`src/rtl/uart_tx_fifo_drain_if.sv`:
```
// Read-side connection between the UART TX FIFO and its transmit drain.
interface uart_tx_fifo_drain_if;
   logic       fifo_empty;
   logic [7:0] fifo_data;
   logic       fifo_read_n;

   modport master (input fifo_empty, input fifo_data, output fifo_read_n);
   modport slave  (output fifo_empty, output fifo_data, input fifo_read_n);
endinterface

```
`src/rtl/uart_tx_fifo_drain.sv`:
```
// UART TX FIFO drain: pops one byte at a time and serialises it as start, 7/8 data bits LSB first,
// optional parity and one stop bit. Define UART_TX_BREAK_EN to add break_req and a line-break state.
module uart_tx_fifo_drain #(
   parameter int READ_LATENCY = 2,
   parameter int OVERSAMPLE   = 16
) (
   input  logic                        clock,
   input  logic                        reset,
   input  logic                        baud_en,
   uart_tx_fifo_drain_if.master        fifo,
   input  logic                        bit8,
   input  logic                        parity_en,
   input  logic                        odd_n_even,
`ifdef UART_TX_BREAK_EN
   input  logic                        break_req,
`endif
   output logic                        tx,
   output logic                        tx_busy,
   output logic                        tx_done
);

   localparam logic [3:0] OS_LAST  = 4'(OVERSAMPLE - 1);
   localparam logic [1:0] LAT_LAST = 2'(READ_LATENCY);

   typedef enum logic [3:0] {
      ST_IDLE     = 4'd0,
      ST_ISSUE    = 4'd1,
      ST_WAIT     = 4'd2,
      ST_START    = 4'd3,
      ST_DATA     = 4'd4,
      ST_PARITY   = 4'd5,
      ST_STOP     = 4'd6
`ifdef UART_TX_BREAK_EN
      ,
      ST_BREAK    = 4'd7,
      ST_BRK_IDLE = 4'd8
`endif
   } state_t;

   state_t     state_r;
   logic [3:0] os_cnt_r;
   logic [1:0] lat_cnt_r;
   logic [2:0] bit_cnt_r;
   logic [7:0] shift_r;
   logic       bit8_r;
   logic       par_en_r;
   logic       parity_r;
   logic       tx_r;
   logic       read_n_r;
   logic       busy_r;
   logic       done_r;

   logic       bit_end_s;
   logic       bit_state_s;
   logic [2:0] last_bit_s;
   logic [7:0] data_s;

   function automatic logic parity_f(input logic [7:0] data, input logic odd);
      return (^data) ^ odd;
   endfunction

   // 7-bit frames clear bit 7 at capture so it drops out of both shifting and parity.
   assign data_s      = bit8 ? fifo.fifo_data : {1'b0, fifo.fifo_data[6:0]};
   assign last_bit_s  = bit8_r ? 3'd7 : 3'd6;
   assign bit_end_s   = baud_en && (os_cnt_r == OS_LAST);
`ifdef UART_TX_BREAK_EN
   assign bit_state_s = (state_r == ST_START) || (state_r == ST_DATA) || (state_r == ST_PARITY) ||
                        (state_r == ST_STOP) || (state_r == ST_BRK_IDLE);
`else
   assign bit_state_s = (state_r == ST_START) || (state_r == ST_DATA) || (state_r == ST_PARITY) ||
                        (state_r == ST_STOP);
`endif

   assign fifo.fifo_read_n = read_n_r;
   assign tx               = tx_r;
   assign tx_busy          = busy_r;
   assign tx_done          = done_r;

   // Frame sequencer: every output is registered alongside the state transition that implies it.
   always_ff @(posedge clock) begin
      if (reset) begin
         state_r   <= ST_IDLE;
         os_cnt_r  <= 4'd0;
         lat_cnt_r <= 2'd0;
         bit_cnt_r <= 3'd0;
         shift_r   <= 8'd0;
         bit8_r    <= 1'b0;
         par_en_r  <= 1'b0;
         parity_r  <= 1'b0;
         tx_r      <= 1'b1;
         read_n_r  <= 1'b1;
         busy_r    <= 1'b0;
         done_r    <= 1'b0;
      end else begin
         done_r <= 1'b0;
         // The bit-time counter returns to 0 at each bit end, which is also every bit-state entry.
         if (bit_state_s && baud_en) begin
            os_cnt_r <= bit_end_s ? 4'd0 : os_cnt_r + 4'd1;
         end
         case (state_r)
            ST_IDLE: begin
`ifdef UART_TX_BREAK_EN
               if (break_req) begin
                  state_r <= ST_BREAK;
                  tx_r    <= 1'b0;
                  busy_r  <= 1'b1;
               end else if (!fifo.fifo_empty) begin
                  state_r  <= ST_ISSUE;
                  read_n_r <= 1'b0;
                  busy_r   <= 1'b1;
               end
`else
               if (!fifo.fifo_empty) begin
                  state_r  <= ST_ISSUE;
                  read_n_r <= 1'b0;
                  busy_r   <= 1'b1;
               end
`endif
            end
            ST_ISSUE: begin
               read_n_r  <= 1'b1;
               lat_cnt_r <= 2'd1;
               state_r   <= ST_WAIT;
            end
            ST_WAIT: begin
               if (lat_cnt_r == LAT_LAST) begin
                  shift_r  <= data_s;
                  bit8_r   <= bit8;
                  par_en_r <= parity_en;
                  parity_r <= parity_f(data_s, odd_n_even);
                  os_cnt_r <= 4'd0;
                  tx_r     <= 1'b0;
                  state_r  <= ST_START;
               end else begin
                  lat_cnt_r <= lat_cnt_r + 2'd1;
               end
            end
            ST_START: begin
               if (bit_end_s) begin
                  bit_cnt_r <= 3'd0;
                  tx_r      <= shift_r[0];
                  state_r   <= ST_DATA;
               end
            end
            ST_DATA: begin
               if (bit_end_s) begin
                  if (bit_cnt_r == last_bit_s) begin
                     tx_r    <= par_en_r ? parity_r : 1'b1;
                     state_r <= par_en_r ? ST_PARITY : ST_STOP;
                  end else begin
                     shift_r   <= {1'b0, shift_r[7:1]};
                     tx_r      <= shift_r[1];
                     bit_cnt_r <= bit_cnt_r + 3'd1;
                  end
               end
            end
            ST_PARITY: begin
               if (bit_end_s) begin
                  tx_r    <= 1'b1;
                  state_r <= ST_STOP;
               end
            end
            ST_STOP: begin
               if (bit_end_s) begin
                  done_r <= 1'b1;
`ifdef UART_TX_BREAK_EN
                  if (break_req) begin
                     state_r <= ST_BREAK;
                     tx_r    <= 1'b0;
                  end else if (!fifo.fifo_empty) begin
                     state_r  <= ST_ISSUE;
                     read_n_r <= 1'b0;
                  end else begin
                     state_r <= ST_IDLE;
                     busy_r  <= 1'b0;
                  end
`else
                  if (!fifo.fifo_empty) begin
                     state_r  <= ST_ISSUE;
                     read_n_r <= 1'b0;
                  end else begin
                     state_r <= ST_IDLE;
                     busy_r  <= 1'b0;
                  end
`endif
               end
            end
`ifdef UART_TX_BREAK_EN
            ST_BREAK: begin
               if (!break_req) begin
                  tx_r     <= 1'b1;
                  os_cnt_r <= 4'd0;
                  state_r  <= ST_BRK_IDLE;
               end
            end
            ST_BRK_IDLE: begin
               if (bit_end_s) begin
                  state_r <= ST_IDLE;
                  busy_r  <= 1'b0;
               end
            end
`endif
            default: begin
               state_r  <= ST_IDLE;
               tx_r     <= 1'b1;
               read_n_r <= 1'b1;
               busy_r   <= 1'b0;
            end
         endcase
      end
   end

endmodule
```
`src/flat_wrapper.sv`:
```
// flat-port wrapper written by rule: the top's interface ports become plain ports
module uart_tx_fifo_drain_flat 
#(
   parameter int READ_LATENCY = 2,
   parameter int OVERSAMPLE   = 16
)
  (clock, reset, baud_en, bit8, parity_en, odd_n_even, tx, tx_busy, tx_done, fifo_fifo_empty, fifo_fifo_data, fifo_fifo_read_n);
  uart_tx_fifo_drain_if fifo_i ();
  input  logic clock;
  input  logic reset;
  input  logic baud_en;
  input  logic bit8;
  input  logic parity_en;
  input  logic odd_n_even;
  output logic tx;
  output logic tx_busy;
  output logic tx_done;
  input wire logic [$bits(fifo_i.fifo_empty)-1:0] fifo_fifo_empty;
  input wire logic [$bits(fifo_i.fifo_data)-1:0] fifo_fifo_data;
  output wire logic [$bits(fifo_i.fifo_read_n)-1:0] fifo_fifo_read_n;
  assign fifo_i.fifo_empty = fifo_fifo_empty;
  assign fifo_i.fifo_data = fifo_fifo_data;
  assign fifo_fifo_read_n = fifo_i.fifo_read_n;
  uart_tx_fifo_drain #(.READ_LATENCY(READ_LATENCY), .OVERSAMPLE(OVERSAMPLE)) u_core (.clock(clock), .reset(reset), .baud_en(baud_en), .fifo(fifo_i), .bit8(bit8), .parity_en(parity_en), .odd_n_even(odd_n_even), .tx(tx), .tx_busy(tx_busy), .tx_done(tx_done));
endmodule
```
`config.mk`:
```
export PLATFORM = sky130hd
export DESIGN_NAME = uart_tx_fifo_drain_flat
export DESIGN_NICKNAME = d
export VERILOG_FILES = /design/src/rtl/uart_tx_fifo_drain_if.sv /design/src/rtl/uart_tx_fifo_drain.sv /design/src/flat_wrapper.sv
export SDC_FILE = /design/constraint.sdc
export NUM_CORES = 1
export LEC_CHECK = 0
export ABC_AREA = 1
export ABC_CLOCK_PERIOD_IN_PS = 1550
export CAP_MARGIN = 20
export CORE_UTILIZATION = 40
export CTS_CLUSTER_DIAMETER = 80
export DETAILED_ROUTE_END_ITERATION = 10
export PLACE_DENSITY_LB_ADDON = 0.1
export SLEW_MARGIN = 10
export SYNTH_ARGS = -nofsm -noshare
export SYNTH_HDL_FRONTEND = slang
export SYNTH_SLANG_ARGS = --single-unit
```
`constraint.sdc`:
```
create_clock -name clock -period 1.55 [get_ports clock]
set_input_delay 0.31 -clock clock [delete_from_list [all_inputs] [get_ports clock]]
set_output_delay 0.31 -clock clock [all_outputs]
set_load 0.01 [all_outputs]
```
After elaboration in Yosys (flattened, before gate mapping)
Index checks and enable logic that the tools add are counted.
{"block": "totals", "register_bits": 28, "latchBits": 0, "ram_bits": 0, "rom_bits": 0, "input_bits": 15, "out_inout_bits": 4, "wordCells": 102, "n_memories": 0}
{"block": "op_classes", "add_sub_neg": 3, "mul": 0, "div": 0, "n_lt_le_gt_ge": 0, "n_eq_ne": 19, "n_shift": 0, "n_mux": 41, "bitwise_logic": 5, "n_reduce_logical": 22}
{"op": "two-way mux 4 bit", "count": 11}
{"op": "two-way mux 8 bit", "count": 4}
{"op": "case mux 4 bit (7 select lines)", "count": 1}
{"op": "case mux 8 bit (2 select lines)", "count": 1}
{"op": "two-way mux 1 bit", "count": 14}
{"op": "== test 4 x 3 -> 1 bit, second input constant", "count": 3}
{"op": "AND reduction 4 bit", "count": 3}
{"op": "inequality test 2 x 1 -> 1 bit, second input constant", "count": 5}
{"op": "inequality test 2 bit, second input constant", "count": 5}
{"op": "two-way mux 3 bit", "count": 3}
{"op": "== test 4 x 2 -> 1 bit, second input constant", "count": 2}
{"op": "parity 8 bit", "count": 1}
{"op": "AND reduction 7 bit", "count": 1}
{"op": "case mux 1 bit (3 select lines)", "count": 2}
{"op": "case mux 3 bit (2 select lines)", "count": 1}
{"op": "AND reduction 2 bit", "count": 3}
{"op": "nonzero test 2 bit", "count": 3}
{"op": "case mux 1 bit (5 select lines)", "count": 1}
{"op": "AND reduction 5 bit", "count": 1}
{"op": "OR reduction 5 bit", "count": 1}
{"op": "adder 4 x 1 -> 4 bit, second input constant", "count": 1}
{"op": "== test 4 x 1 -> 1 bit, second input constant", "count": 1}
{"op": "== test 4 bit, second input constant", "count": 1}
{"op": "zero test 4 bit", "count": 1}
{"op": "other kinds (13)", "count": 20}

Longest topological paths before layout
{"block": "logic_depth", "ltp_word": 8, "depth_mapped": 11, "mapped_depth_nobuf": 10}

Least setup slack after synthesis
OpenSTA, ideal clock, no wires.
{"block": "synth_timing", "kind": "register -> register", "startpoint": "reg u_core.os_cnt_r[0]", "endpoint": "reg u_core.busy_r (netlist: u_core.tx_busy)", "t_arrival_ps": 1266, "t_required_ps": 1437, "slack_ps": 172, "path_stages_with_launch": 9, "synth_period_minus_slack_ps": 1378, "path_cell_list": "dfxtp_1 > ha_1 > nand4_1 > nand2_1 > nand2_1 > nor3_1 > nand2_1 > nand2_1 > nor2_1"}
{"block": "synth_via", "elab_chain_cells": 4}
{"item": "start: declaration", "line": "uart_tx_fifo_drain.sv:41", "rtl": "logic [3:0] os_cnt_r;"}
{"item": "start signal: assignment", "line": "uart_tx_fifo_drain.sv:98", "rtl": "os_cnt_r <= bit_end_s ? 4'd0 : os_cnt_r + 4'd1;"}
{"item": "== test 4 bit", "line": "uart_tx_fifo_drain.sv:65", "rtl": "assign bit_end_s = baud_en && (os_cnt_r == OS_LAST);"}
{"item": "logical AND 1 bit", "line": "uart_tx_fifo_drain.sv:65"}
{"item": "inequality test 2 x 1 -> 1 bit (no source line)"}
{"item": "AND reduction 4 bit (no source line)"}
{"item": "end signal: assignment", "line": "uart_tx_fifo_drain.sv:92", "rtl": "busy_r <= 1'b0;"}
{"item": "end signal: assignment", "line": "uart_tx_fifo_drain.sv:116", "rtl": "busy_r <= 1'b1;"}
{"item": "end signal: assignment", "line": "uart_tx_fifo_drain.sv:183", "rtl": "busy_r <= 1'b0;"}
{"item": "end: declaration", "line": "uart_tx_fifo_drain.sv:50", "rtl": "logic busy_r;"}
No other way between the ends.
A chain may end at the register's enable or synchronous reset.

Worst setup path after layout
{"block": "layout_timing", "startpoint": "reg u_core.read_n_r (netlist: u_core.fifo.fifo_read_n)", "endpoint": "out fifo_fifo_read_n"}
{"item": "start: declaration", "line": "uart_tx_fifo_drain.sv:49", "rtl": "logic read_n_r;"}
{"item": "start signal: assignment", "line": "uart_tx_fifo_drain.sv:91", "rtl": "read_n_r <= 1'b1;"}
{"item": "start signal: assignment", "line": "uart_tx_fifo_drain.sv:115", "rtl": "read_n_r <= 1'b0;"}
{"item": "start signal: assignment", "line": "uart_tx_fifo_drain.sv:121", "rtl": "read_n_r <= 1'b1;"}
{"item": "end: declaration", "line": "flat_wrapper.sv:20", "rtl": "output wire logic [$bits(fifo_i.fifo_read_n)-1:0] fifo_fifo_read_n;"}
No word-level cell between the ends.

==> results.json <==
{
  "status": "completed",
  "cp-end-kind": "primary output",
  "crit_arrival_ns": 1.16,
  "grt_max_degree": 17,
  "diodes": 0,
  "min_period_ns": 1.47,
  "fmax_mhz": 681,
  "skew_ns": 0.0110,
  "leakage_uw": 0.000934,
  "cp_num_buf_inv": 1,
  "hold_viol": 0,
  "seq_area_frac_synth_pct": 33.3,
  "final_max_slew_viol_count": 0,
  "overflow": 0,
  "final_core_utilization_pct": 53.1,
  "netlist.area_leader.share_pct": 33.3,
  "syn_area_per_cell_sq_um": 6.38,
  "setup_viol": 0,
  "crit_start": "u_core.fifo.fifo_read_n",
  "vias_per_cell": 4.61,
  "hold_ws_ns": 0.456,
  "dp.final_hpwl_microns": 2570,
  "firstDrtPassIters": 4,
  "clkLatencyLatePin_ns": 0.28,
  "syn_inst": 254,
  "worstReg2RegStart": "u_core.state_r[1]",
  "yosys_register_bits": 27,
  "critical-path-top-delay-family": "buffers and inverters",
  "port_buffers": 18,
  "die-area_sq_um": 4310,
  "core.rowCount": 22,
  "h-tree-depth": 1,
  "synth.area.top_cells": "dfxtp_1 (33%), nand2_1 (15%), inv_1 (7.4%)",
  "antenna_left": 0,
  "drt_iter0_drc": 47,
  "cp_slowest_cell": "clkdlybuf4s50_1",
  "route.detailed.drc": 0,
  "final_cell_mix": "nand2_1 (64), inv_1 (32), nor2_1 (28)",
  "wl_per_cell_microns": 10.1,
  "final_nets": 306,
  "via_count": 1535,
  "fin_tns_setup_ns": 0,
  "syn-num-nets": 274,
  "pwr_density_cell_nw_per_um2": 1330,
  "drive_gt1_share_pct": 15.4,
  "synth_area_sq_um": 1620,
  "crit_type": "flip-flop to primary output",
  "hold_class": "flip-flop to flip-flop",
  "fillers": 402,
  "startpoint_type": "flip-flop",
  "clockBufferDepth": 2,
  "path_clk_slew_ns": 0.11,
  "post-cts-setup-buffers": 0,
  "grt_first_pass_wirelength_microns": 5840,
  "peakVddDrop_mv": 0.761,
  "maxCapViolCount": 0,
  "dpl_cell_area_sq_um": 1930,
  "design_area_sq_um": 2000,
  "area_growth_pct": 23.4,
  "final_common_cell": "nand2_1",
  "fp.dieH_microns": 65.7,
  "slowest_delay_ns": 0.53,
  "place_congestion": 0.862,
  "antenna_found_initial": 0,
  "hold_path_startpoint": "u_core.shift_r[2]",
  "worst_pin_slew_ns": 0.275,
  "synth_top_cell_by_area": "dfxtp_1",
  "cp_cell_sequence": "clkdlybuf4s50_1",
  "relSlewSlack_pct": 81.5,
  "cts_root_buffer": "clkbuf_8",
  "initial_utilization_pct": 43.0,
  "cts_tree": "yes",
  "required_ns": 1.24,
  "die_w_microns": 65.7,
  "ys_types": 26,
  "ys_warn_count": 0,
  "io-pin-count": 19,
  "routed_wl_microns": 3380,
  "grt_pass1_vias": 1395,
  "design.core.area_sq_um": 3770,
  "min_period_over_period_pct": 94.8,
  "crit_fanout": 2,
  "grt.total_usage_pct": 17.4,
  "cts_buffers": 3,
  "cts.sinks": 27
}
==> report_power, final <==
group	switching (uW)	leakage, uW	internal [uW]
combinational	747	0.000691	530
sequential	115	0.000221	840
clock	243	0.0000217	183
total	1110	0.000934	1550
==> area by class of cell <==
| class | instances | area [sq um] | share of cell area [%] |
|---|---|---|---|
| multi-input combinational | 183 | 905 | 45.2 |
| sequential | 27 | 546 | 27.3 |
| tap | 48 | 60.1 | 3.00 |
| inverter | 38 | 145 | 7.25 |
| timing repair buffer | 33 | 297 | 14.8 |
| clock inverter | 1 | 7.51 | 0.375 |
| clock buffer | 3 | 41.3 | 2.06 |
==> through the flow <==
step | power (uW) | instances | worst slack (ns)
2_1_floorplan | 1870 | 254 | 0.172
3_3_place_gp | 2200 | 329 | -0.107
3_5_place_dp | 2200 | 329 | -0.127
4_1_cts | 2640 | 333 | 0.0190
5_1_grt | 2900 | 333 | -0.0206
6_report | 2660 | 333 | 0.0808
==> cells in the mapped netlist <==
cell type	n
nor3_1	4
inv_4	1
ha_1	5
nand3_1	17
o21ai_2	1
buf_4	1
buf_6	2
nand4_1	4
xor2_1	2
inv_2	5
clkbuf_1	1
nor2_4	1
nor2_1	30
o21ai_1	5
nor2_2	2
xnor2_1	2
dfxtp_1	27
o311ai_0	1
o21bai_1	1
a21oi_1	15
buf_2	2
nand2_1	64
nand2_2	9
nand2_4	1
o21ai_0	19
inv_1	32
==> sequential cells by signal, indices dropped and copies added (netlist names), 2 cells and up <==
signal / count
u_core.lat_cnt_r: 2
u_core.state_r: 3
u_core.bit_cnt_r: 3
u_core.os_cnt_r: 4
u_core.shift_r: 8
==> routing by layer <==
layer	global-route usage (%)	vias up	wire length [microns]	part of all wire, %
li1	-	860	-	-
met2	28.1	21	1430	42
met4	3.26	0	21	0.62
met5	0	-	0	0
met1	23.5	652	1830	54
met3	3.82	2	95	2.8
==> repair_timing <==
action	in CTS	in global routing
endpoints found under the setup margin	0	15
resized for setup	0	8
hold buffers	0	0
==> final timing paths <==
check	endpoint	depth (start not counted)	slack, ns
max	fifo_fifo_read_n	1	0.08
min	u_core.shift_r[2]	2	0.46
max reg2reg	u_core.tx_busy	7	0.13
min reg2reg	u_core.shift_r[2]	2	0.46
==> cell families (layout without fill, tap and decap cells) <==
group                      after synthesis  in the layout  share of synthesized area [%]
AOI/OAI and AO/OA                       42             42                           13.6
DFF                                     27             27                           33.3
adders and majority gates                5              5                           3.86
and+or+nand+nor                        132            132                           35.4
buffers and inverters                   44             75                           11.7
xor gates and xnor gates                 4              4                           2.16
No activity file was read; power rests on OpenSTA's default activity.
